===== config.mk =====
export PLATFORM = sky130hd
export DESIGN_NAME = display_scanner
export DESIGN_NICKNAME = d
export VERILOG_FILES = /design/src/rtl/display_scanner.sv
export SDC_FILE = /design/constraint.sdc
export NUM_CORES = 1
export LEC_CHECK = 0
export ABC_AREA = 0
export BUFFER_PORTS_ARGS = -buffer_cell sky130_fd_sc_hd__buf_2
export CORE_ASPECT_RATIO = 0.6
export CORE_MARGIN = 5
export CORE_UTILIZATION = 47
export CTS_BUF_LIST = sky130_fd_sc_hd__clkbuf_16
export DETAILED_ROUTE_END_ITERATION = 6
export GPL_TIMING_DRIVEN = 0
export HOLD_SLACK_MARGIN = 0.06
export PLACE_DENSITY_LB_ADDON = 0.1
export SLEW_MARGIN = 20
export SYNTH_ARGS = -nofsm -noshare
export SYNTH_HDL_FRONTEND = slang
export SYNTH_SLANG_ARGS = --single-unit

===== constraint.sdc =====
create_clock -name clk -period 2.3 [get_ports clk]
set_input_delay 0.23 -clock clk [delete_from_list [all_inputs] [get_ports clk]]
set_output_delay 0.23 -clock clk [all_outputs]
set_load 0.01 [all_outputs]

===== src/rtl/display_scanner.sv =====
// display_scanner: time-multiplexed digit scanner for a common-anode style
// display. Steps through NUM_DIGITS digit slots of SCAN_DIV clocks each,
// presenting an active-low select, the digit code and a blank flag, with
// optional leading-zero blanking and per-digit blinking.
module display_scanner #(
  parameter int NUM_DIGITS = 8,
  parameter int DATA_W     = 4,
  parameter int SCAN_DIV   = 50000,
  parameter int BLINK_DIV  = 64
) (
  input  logic                         clk,
  input  logic                         reset,
  input  logic                         en,
  input  logic [NUM_DIGITS*DATA_W-1:0] data,
  input  logic [NUM_DIGITS-1:0]        blink_mask,
  input  logic                         blank_lz,
  output logic [NUM_DIGITS-1:0]        sel,
  output logic [DATA_W-1:0]            digit,
  output logic                         blank,
  output logic                         frame_done
);

  localparam int IDX_W = $clog2(NUM_DIGITS);
  localparam int PRE_W = $clog2(SCAN_DIV);
  localparam int FRM_W = $clog2(BLINK_DIV + 1);

  localparam logic [IDX_W-1:0] IDX_LAST = IDX_W'(NUM_DIGITS - 1);
  localparam logic [PRE_W-1:0] PRE_LAST = PRE_W'(SCAN_DIV - 1);
  localparam logic [FRM_W-1:0] FRM_LAST = FRM_W'(BLINK_DIV - 1);

  // Digit k is dark under leading-zero rules when every digit from the most
  // significant one down to k is zero; the rightmost digit always shows.
  function automatic logic lz_blank(input logic [NUM_DIGITS*DATA_W-1:0] d,
                                    input logic [IDX_W-1:0] k);
    logic nz;
    nz = 1'b0;
    for (int j = 1; j < NUM_DIGITS; j++) begin
      if ((j >= int'(k)) && (d[j*DATA_W +: DATA_W] != '0)) nz = 1'b1;
    end
    return (k != '0) && !nz;
  endfunction

  logic [PRE_W-1:0]      r_presc;
  logic [IDX_W-1:0]      r_idx;
  logic [FRM_W-1:0]      r_frm;
  logic                  r_phase;
  logic [NUM_DIGITS-1:0] r_sel;
  logic [DATA_W-1:0]     r_digit;
  logic                  r_blank;
  logic                  r_frame_done;

  logic                  w_tick;
  logic                  w_idx_wrap;
  logic [IDX_W-1:0]      w_idx_nxt;
  logic                  w_frm_wrap;
  logic                  w_phase_nxt;
  logic                  w_blank_nxt;

  // Slot boundary detection and the values the scanner moves to on a tick.
  // The blink phase used for the new slot already includes a toggle caused
  // by this very wrap, so the first digit of a new blink period is correct.
  always_comb begin
    w_tick      = en & (r_presc == PRE_LAST);
    w_idx_wrap  = (r_idx == IDX_LAST);
    w_idx_nxt   = w_idx_wrap ? '0 : r_idx + IDX_W'(1);
    w_frm_wrap  = w_idx_wrap & (r_frm == FRM_LAST);
    w_phase_nxt = r_phase ^ w_frm_wrap;
    w_blank_nxt = (blank_lz & lz_blank(data, w_idx_nxt)) |
                  (w_phase_nxt & blink_mask[w_idx_nxt]);
  end

  // Prescaler, scan index, frame counter and blink phase; all hold while en=0.
  always_ff @(posedge clk) begin
    if (reset) begin
      r_presc <= '0;
      r_idx   <= '0;
      r_frm   <= '0;
      r_phase <= 1'b0;
    end else if (en) begin
      if (w_tick) begin
        r_presc <= '0;
        r_idx   <= w_idx_nxt;
        if (w_idx_wrap) begin
          r_frm   <= w_frm_wrap ? '0 : r_frm + FRM_W'(1);
          r_phase <= w_phase_nxt;
        end
      end else begin
        r_presc <= r_presc + PRE_W'(1);
      end
    end
  end

  // Registered display outputs, loaded only on a tick with the new slot.
  always_ff @(posedge clk) begin
    if (reset) begin
      r_sel        <= ~NUM_DIGITS'(1);
      r_digit      <= '0;
      r_blank      <= 1'b1;
      r_frame_done <= 1'b0;
    end else if (w_tick) begin
      r_sel        <= ~(NUM_DIGITS'(1) << w_idx_nxt);
      r_digit      <= data[int'(w_idx_nxt)*DATA_W +: DATA_W];
      r_blank      <= w_blank_nxt;
      r_frame_done <= w_idx_wrap;
    end else begin
      r_frame_done <= 1'b0;
    end
  end

  assign sel        = r_sel;
  assign digit      = r_digit;
  assign blank      = r_blank;
  assign frame_done = r_frame_done;

endmodule


==> parameters.txt, run 1 <==
Parameter                              Value

Cells and area
  Cell Count, Final, Fillers Out    377
  Layout overhead on the synthesized area    27.44%
  Share of final-layout standard cells stronger than drive strength 1    30.57%
  Number of fill cells    407
  Number of nets at the end of the flow    365
  Finished Cell Area    2824 um^2
  Count of inserted antenna diode cells    0

STA
  Hold Worst Slack    0.2830 ns
  Setup TNS    0 ns
  Setup repair after global routing missed its margin    false
  Max Slew Vio Count    0
  Final hold violation count    0
  Final cycle utilization of the critical path    94.12%
  Setup violations, final    0
  Setup clock skew after layout    0.005318 ns
  Relative slew slack    60.86%
  Worst slew pin tran    0.5827 ns
  Max Clock Freq    462.0 MHz
  Time the final worst path needs with I/O delays and setup    2.165 ns

Worst setup path
  Startpoint Class    flip-flop
  Startpoint of the most critical register-to-register path    r_idx[0]$_SDFFE_PP0P_
  Worst setup path class    flip-flop to flip-flop
  Source of the critical timing path    r_idx[0]$_SDFFE_PP0P_
  Critical path data required time    2.47 ns
  Setup slack of the most critical reg-to-reg path    0.14 ns
  Delay of the slowest cell on the worst path    0.51 ns
  Worst path cell trace    ha_1 > ha_1 > buf_4 > nor2_4 > mux4_2 > mux2_2 > nand3_1 > nand3_1
  Crit path max fanout    9
  Slowest cell on the critical path    mux4_2
  Arrival time reported for the critical path endpoint    2.33 ns
  Endpoint type of the worst setup path    flip-flop

Global route
  First-pass GRT wire length    9.453 mm
  Total routing resource utilization after global routing    18.61%
  Antenna violations before repair    0
  Number of global-route vias before repair    1952
  Largest net degree at the start of global routing    15
  Global-route congestion overflow total    0

Yosys
  Area of the mapped netlist    2216 um^2
  Portion of the post-synthesis area used by sequential elements    37.04%
  Share of synthesized registers carrying an async set or reset    0%
  Syn Nets    297
  Cell variety after synth    41
  Post-Synthesis Mean Instance Area    9.044 um^2
  Yosys synthesis warning count    0
  Post-synth EDFFs    0
  Synthesis-stage register bit count    41
  Count of mapped cells out of synthesis    245
  Proportion of netlist area held by the largest area contributor    37.04%
  Main flop type after synthesis    dfxtp_1
  Cell type with the highest aggregate area in the netlist    dfxtp_1
  Largest cells by area after synthesis    dfxtp_1, mux4_2, xor2_1

Clock network
  Clk Latency, worst-skew pair    0.28 ns
  Max Buffers Root-to-Sink    2
  Clock tree root driver cell    clkbuf_16
  Count of clock tree sinks    41
  Clock slew at reported path FFs    0.06 ns
  Clock tree from TritonCTS    done
  Number of clock buffers inserted by TritonCTS    5
  Number of buffers inserted for hold repair after clock tree synthesis    0
  Level count of the clock H-tree    2

Routing
  Number of detailed-route iterations in the first pass    4
  Total Wirelength    5.544 mm
  Residual DRC count    0
  DR vias    2002
  Iter 0 DRT Violations    152
  Ratio of routed vias to standard cells    5.310
  Detailed-route wire length per cell    14.71 um
  Post-detailed-route count of antenna-violating nets    0

Power
  Combinational group share of total power    5.2%
  Net switching fraction of the power    19.33%
  Static leakage power    1.097 nW
  Switching Power    0.0003328 W
  Clock share of power    53.2%
  Worst supply voltage drop on vdd    0.4171 mV
  Power density normalized to cell area    609.7 nW/um^2
  Cell internal pwr    0.001389 W
  Fraction of power consumed by sequential logic    41.6%

Status
  Run status    finished clean

Die
  Floorplan die height    63.19 um
  IO Count    58
  Row cnt    19
  Die X    98.65 um
  Area inside the core boundary    4564 um^2
  Initial core utilization    48.55%
  Die area    6233 um^2

Place
  Area after DPL    2579 um^2
  Placed cell count    364
  Half-perimeter wire length after placement    4.085 mm
  Count of buffers inserted at the top-level ports    56
  Global placement routability congestion    0.8763

Job
  Max-capacitance violation count    0

Hold path
  Hold Crit Class    primary input to flip-flop
  Hold Path Origin    reset
[routing by layer]
metal / share of wire [%] / track usage, % / wire length (um) / up-vias
met1: 51 / 28.72 / 2827 / 939
met4: 0.45 / 5.792 / 25 / 0
met3: 6.2 / 4.079 / 344 / 2
met2: 42 / 25.34 / 2346 / 48
met5: 0 / 0 / 0 / -
li1: - / - / - / 1013
[cell type report]
| type | count | area (um^2) | share of cell area [%] |
|---|---|---|---|
| Clock inverter | 3 | 68.82 | 2.437 |
| Sequential cell | 41 | 825.8 | 29.24 |
| Inverter | 5 | 18.77 | 0.6646 |
| Tap cell | 63 | 78.83 | 2.791 |
| Timing Repair Buffer | 61 | 317.8 | 11.25 |
| Buffer | 13 | 71.32 | 2.525 |
| Clock buffer | 5 | 125.1 | 4.431 |
| Multi-Input combinational cell | 186 | 1318 | 46.65 |
[power groups by stage]
stage	clock [W]	sequential, W	combinational, W
2_1_floorplan	0	0.000731	0.0000409
3_3_place_gp	0	0.000732	0.0000881
3_5_place_dp	0	0.000732	0.0000893
4_1_cts	0.000933	0.000716	0.0000895
5_1_grt	0.000969	0.000716	0.000100
6_report	0.000916	0.000716	0.0000900
[logic make-up (layout without fill, tap and decap cells)]
family / after synthesis / count (layout) / synth area share [%]
AO/OA/AOI/OAI: 28 / 28 / 7.623
AND/OR/NAND/NOR: 120 / 120 / 28.74
multiplexers: 12 / 12 / 11.12
XOR/XNOR: 18 / 18 / 7.115
flip-flops: 41 / 41 / 37.04
adder cells (fa/ha/maj): 8 / 8 / 4.517
buffers and inverters: 18 / 87 / 3.839
[critical path: cells and delay by family (launching register included)]
kind	cells	cell delay [ns]
AND/OR/NAND/NOR	3	0.34
buffers and inverters	1	0.17
flip-flops	1	0.36
adder cells (fa/ha/maj)	2	0.38
multiplexers	2	0.79
[synth_stat cells, types with 8 or more instances]
cell / count
dfxtp_1: 41
nor2_1: 31
nand2_1: 24
nand3_1: 18
xor2_1: 15
a21oi_1: 11
mux4_2: 10
nand2b_1: 9
nand4_1: 9
o21ai_0: 9
clkbuf_1: 8
ha_1: 8
nor4_1: 8
[through the flow]
stage	utilization [%]	worst slack, ns	total power, W
after floorplan	-	0.004757	0.0007724
after global placement	56.50	-0.1748	0.0008202
after detailed placement	56.50	-0.2091	0.0008215
after CTS	61.38	0.03892	0.001739
after global routing	61.87	0.003311	0.001785
final	61.87	0.1353	0.001722
[flip-flops by register name (all words and copies together), names as in the netlist]
name / count
r_frm: 7
r_idx: 3
blank: 1
digit: 4
r_presc: 16
sel: 8
frame_done: 1
r_phase: 1
[final timing paths]
| check | endpoint | depth (start not counted) |
|---|---|---|
| max | blank$_SDFFE_PP1P_ | 8 |
| min | r_presc[7]$_SDFFE_PP0P_ | 3 |
| max reg2reg | blank$_SDFFE_PP1P_ | 8 |
| min reg2reg | r_idx[2]$_SDFFE_PP0P_ | 2 |
[placed cells by master (no fill, tap or decap), types with 9 or more instances in the layout]
cell | netlist | routed
buf_2 | 2 | 58
dfxtp_1 | 41 | 39
nand3_1 | 18 | 18
o21ai_0 | 9 | 9
mux4_2 | 10 | 10
xor2_1 | 15 | 15
nand2_1 | 24 | 24
nand4_1 | 9 | 9
a21oi_1 | 11 | 11
nand2b_1 | 9 | 9
nor2_1 | 31 | 31
[timing repair]
action / 4_1_cts / 5_1_grt
pin swaps: 2 / 1
endpoints found under the setup margin: 11 / 19
gates resized for setup: 1 / 7
buffers inserted: 3 / 2
(Power assumes the default switching activity.)
==> run 2, diff against run 1 <==
Settings changed: BUFFER_PORTS_ARGS -buffer_cell sky130_fd_sc_hd__buf_2 to not set, CORE_MARGIN 5 to not set, CORE_UTILIZATION 47 to 56, CTS_BUF_LIST sky130_fd_sc_hd__clkbuf_16 to not set, DONT_BUFFER_PORTS set to 1.
==> run 2 against run 1 <==
Flip-flop and latch count unchanged. Non-clock buffer count shrank 56. Global-route usage grew 8.2 points. Die area decreased by 32%. Register-to-register slack got worse by 0.05 ns. Clock power decreased by 49%. First-iteration DRC count is 26% lower. Critical path depth is the same. Largest power group is now sequential cells. Via count down 8.2%.
==> parameters.txt, run 2 (same netlist as run 1, synthesis figures left out) <==
Parameter                              Value

STA
  Max Slew Vio Count    0
  Setup clock skew after layout    0.004339 ns
  Final hold violation count    0
  Time the final worst path needs with I/O delays and setup    2.210 ns
  Final cycle utilization of the critical path    96.10%
  Relative slew slack    65.13%
  Setup violations, final    0
  Setup repair after global routing missed its margin    false
  Max Clock Freq    452.4 MHz
  Hold Worst Slack    0.1872 ns
  Worst slew pin tran    0.5190 ns

Cells and area
  Leading cell type in the layout, fill and taps excluded    dfxtp_1
  Register containing the most flip-flops in the final layout    r_presc
  Share of final-layout standard cells stronger than drive strength 1    15.12%
  Leading cell types in the layout, fill and taps excluded    dfxtp_1, nor2_1, nand2_1
  Cell Count, Final, Fillers Out    305
  Number of fill cells    331
  Count of inserted antenna diode cells    0
  Number of nets at the end of the flow    309
  Flip-flop count of the largest register, all copies and words added    16
  Layout overhead on the synthesized area    8.921%

Routing
  Residual DRC count    0
  Post-detailed-route count of antenna-violating nets    0
  Detailed-route wire length per cell    17.20 um
  Iter 0 DRT Violations    113
  Number of detailed-route iterations in the first pass    4
  DR vias    1837
  Ratio of routed vias to standard cells    6.023
  Total Wirelength    5.247 mm

Global route
  Largest net degree at the start of global routing    14
  Total routing resource utilization after global routing    26.79%
  Antenna violations before repair    0
  First-pass GRT wire length    8.756 mm
  Number of global-route vias before repair    1791
  Global-route congestion overflow total    0

Die
  Floorplan die height    50.73 um
  Area inside the core boundary    3722 um^2
  Die area    4221 um^2
  Initial core utilization    59.53%
  Row cnt    17
  IO Count    58
  Die X    83.21 um

Worst setup path
  Critical path data required time    2.48 ns
  Startpoint Class    flip-flop
  Worst setup path class    flip-flop to flip-flop
  Arrival time reported for the critical path endpoint    2.39 ns
  Endpoint type of the worst setup path    flip-flop
  Crit path max fanout    9

Power
  Switching Power    0.0002846 W
  Net switching fraction of the power    23.10%
  Cell internal pwr    0.0009473 W
  Clock share of power    38.0%
  Fraction of power consumed by sequential logic    58.0%
  Power density normalized to cell area    510.4 nW/um^2
  Combinational group share of total power    4.0%
  Worst supply voltage drop on vdd    0.4097 mV
  Static leakage power    0.8276 nW

Clock network
  Clock tree root driver cell    clkbuf_8
  Level count of the clock H-tree    2
  Count of clock tree sinks    41
  Clk Latency, worst-skew pair    0.29 ns
  Clock slew at reported path FFs    0.08 ns
  Number of buffers inserted for hold repair after clock tree synthesis    0
  Number of clock buffers inserted by TritonCTS    5
  Max Buffers Root-to-Sink    2
  Clock tree from TritonCTS    done

Job
  Max-capacitance violation count    0

Place
  Global placement routability congestion    0.8043
  Count of buffers inserted at the top-level ports    0
  Half-perimeter wire length after placement    3.856 mm
  Placed cell count    292

Hold path
  Hold Crit Class    primary input to flip-flop

Status
  Run status    finished clean
## run 2: cell types whose count changed in the layout (fill, tap and decap cells not counted), moves of 2 or more
cell / previous run / this run
clkbuf_16: 5 / 0
clkbuf_8: 0 / 5
bufinv_16: 2 / 0
buf_2: 58 / 2
clkinv_2: 0 / 2
## run 2: per-stage QoR
step / TNS, ns / area, um^2 / setup WS, ns / total power (W) / utilization [%]
3_3_place_gp: -0.1825 / 2278 / -0.1825 / 0.0007808 / 61.21
2_1_floorplan: 0 / 2220 / 0.004757 / 0.0007724 / -
4_1_cts: 0 / 2386 / 0.008442 / 0.001235 / 64.10
3_5_place_dp: -0.1965 / 2278 / -0.1904 / 0.0007815 / 61.21
5_1_grt: 0 / 2414 / 0.003443 / 0.001279 / 64.84
6_report: 0 / 2414 / 0.08967 / 0.001232 / 64.84
## run 2: metal layers
metal,global-route usage (%),part of all wire (%),wire length (um)
met5,0,0,0
met4,4.598,0.36,19
met3,7.895,6.9,360
met2,37.98,40,2074
met1,40.27,53,2793
## run 2: worst paths after layout
kind	from	depth (start not counted)	end	slack (ns)
setup / recovery	r_idx[0]$_SDFFE_PP0P_	8	blank$_SDFFE_PP1P_	0.09
hold / removal	reset	2	r_presc[7]$_SDFFE_PP0P_	0.19
hold reg to reg	r_idx[2]$_SDFFE_PP0P_	2	r_idx[2]$_SDFFE_PP0P_	0.48
setup reg to reg	r_idx[0]$_SDFFE_PP0P_	8	blank$_SDFFE_PP1P_	0.09
## run 2: repair_timing
action | in CTS | in global routing
pin swaps | 1 | 2
buffers inserted | 2 | 3
resized for setup | 1 | 4
setup endpoints to repair | 6 | 23
## run 2: power groups by stage
stage / logic, W / clock network (W) / registers [W]
finish: 0.0000492 / 0.000468 / 0.000714
global route: 0.0000548 / 0.000509 / 0.000715
CTS: 0.0000493 / 0.000470 / 0.000715
detailed placement: 0.0000491 / 0 / 0.000732
global placement: 0.0000486 / 0 / 0.000732
floorplan: 0.0000409 / 0 / 0.000731
## run 2: critical path, cell delays in order (launching register included)
cell      delay (ns)
dfxtp_4         0.38
ha_1            0.20
ha_1            0.17
clkbuf_4        0.19
nor2_4          0.21
mux4_2          0.51
mux2_2          0.28
nand3_1         0.08
nand3_1         0.07
## run 2: area by class of cell
class	count	area [um^2]	area share [%]
plain buffers	13	71.32	2.955
multi-input cells	186	1316	54.54
well taps	47	58.81	2.437
clock inverters	3	17.52	0.7258
clock buffers	5	68.82	2.851
inverters	5	18.77	0.7776
flip-flops and latches	41	824.5	34.16
repair buffers	5	37.54	1.555
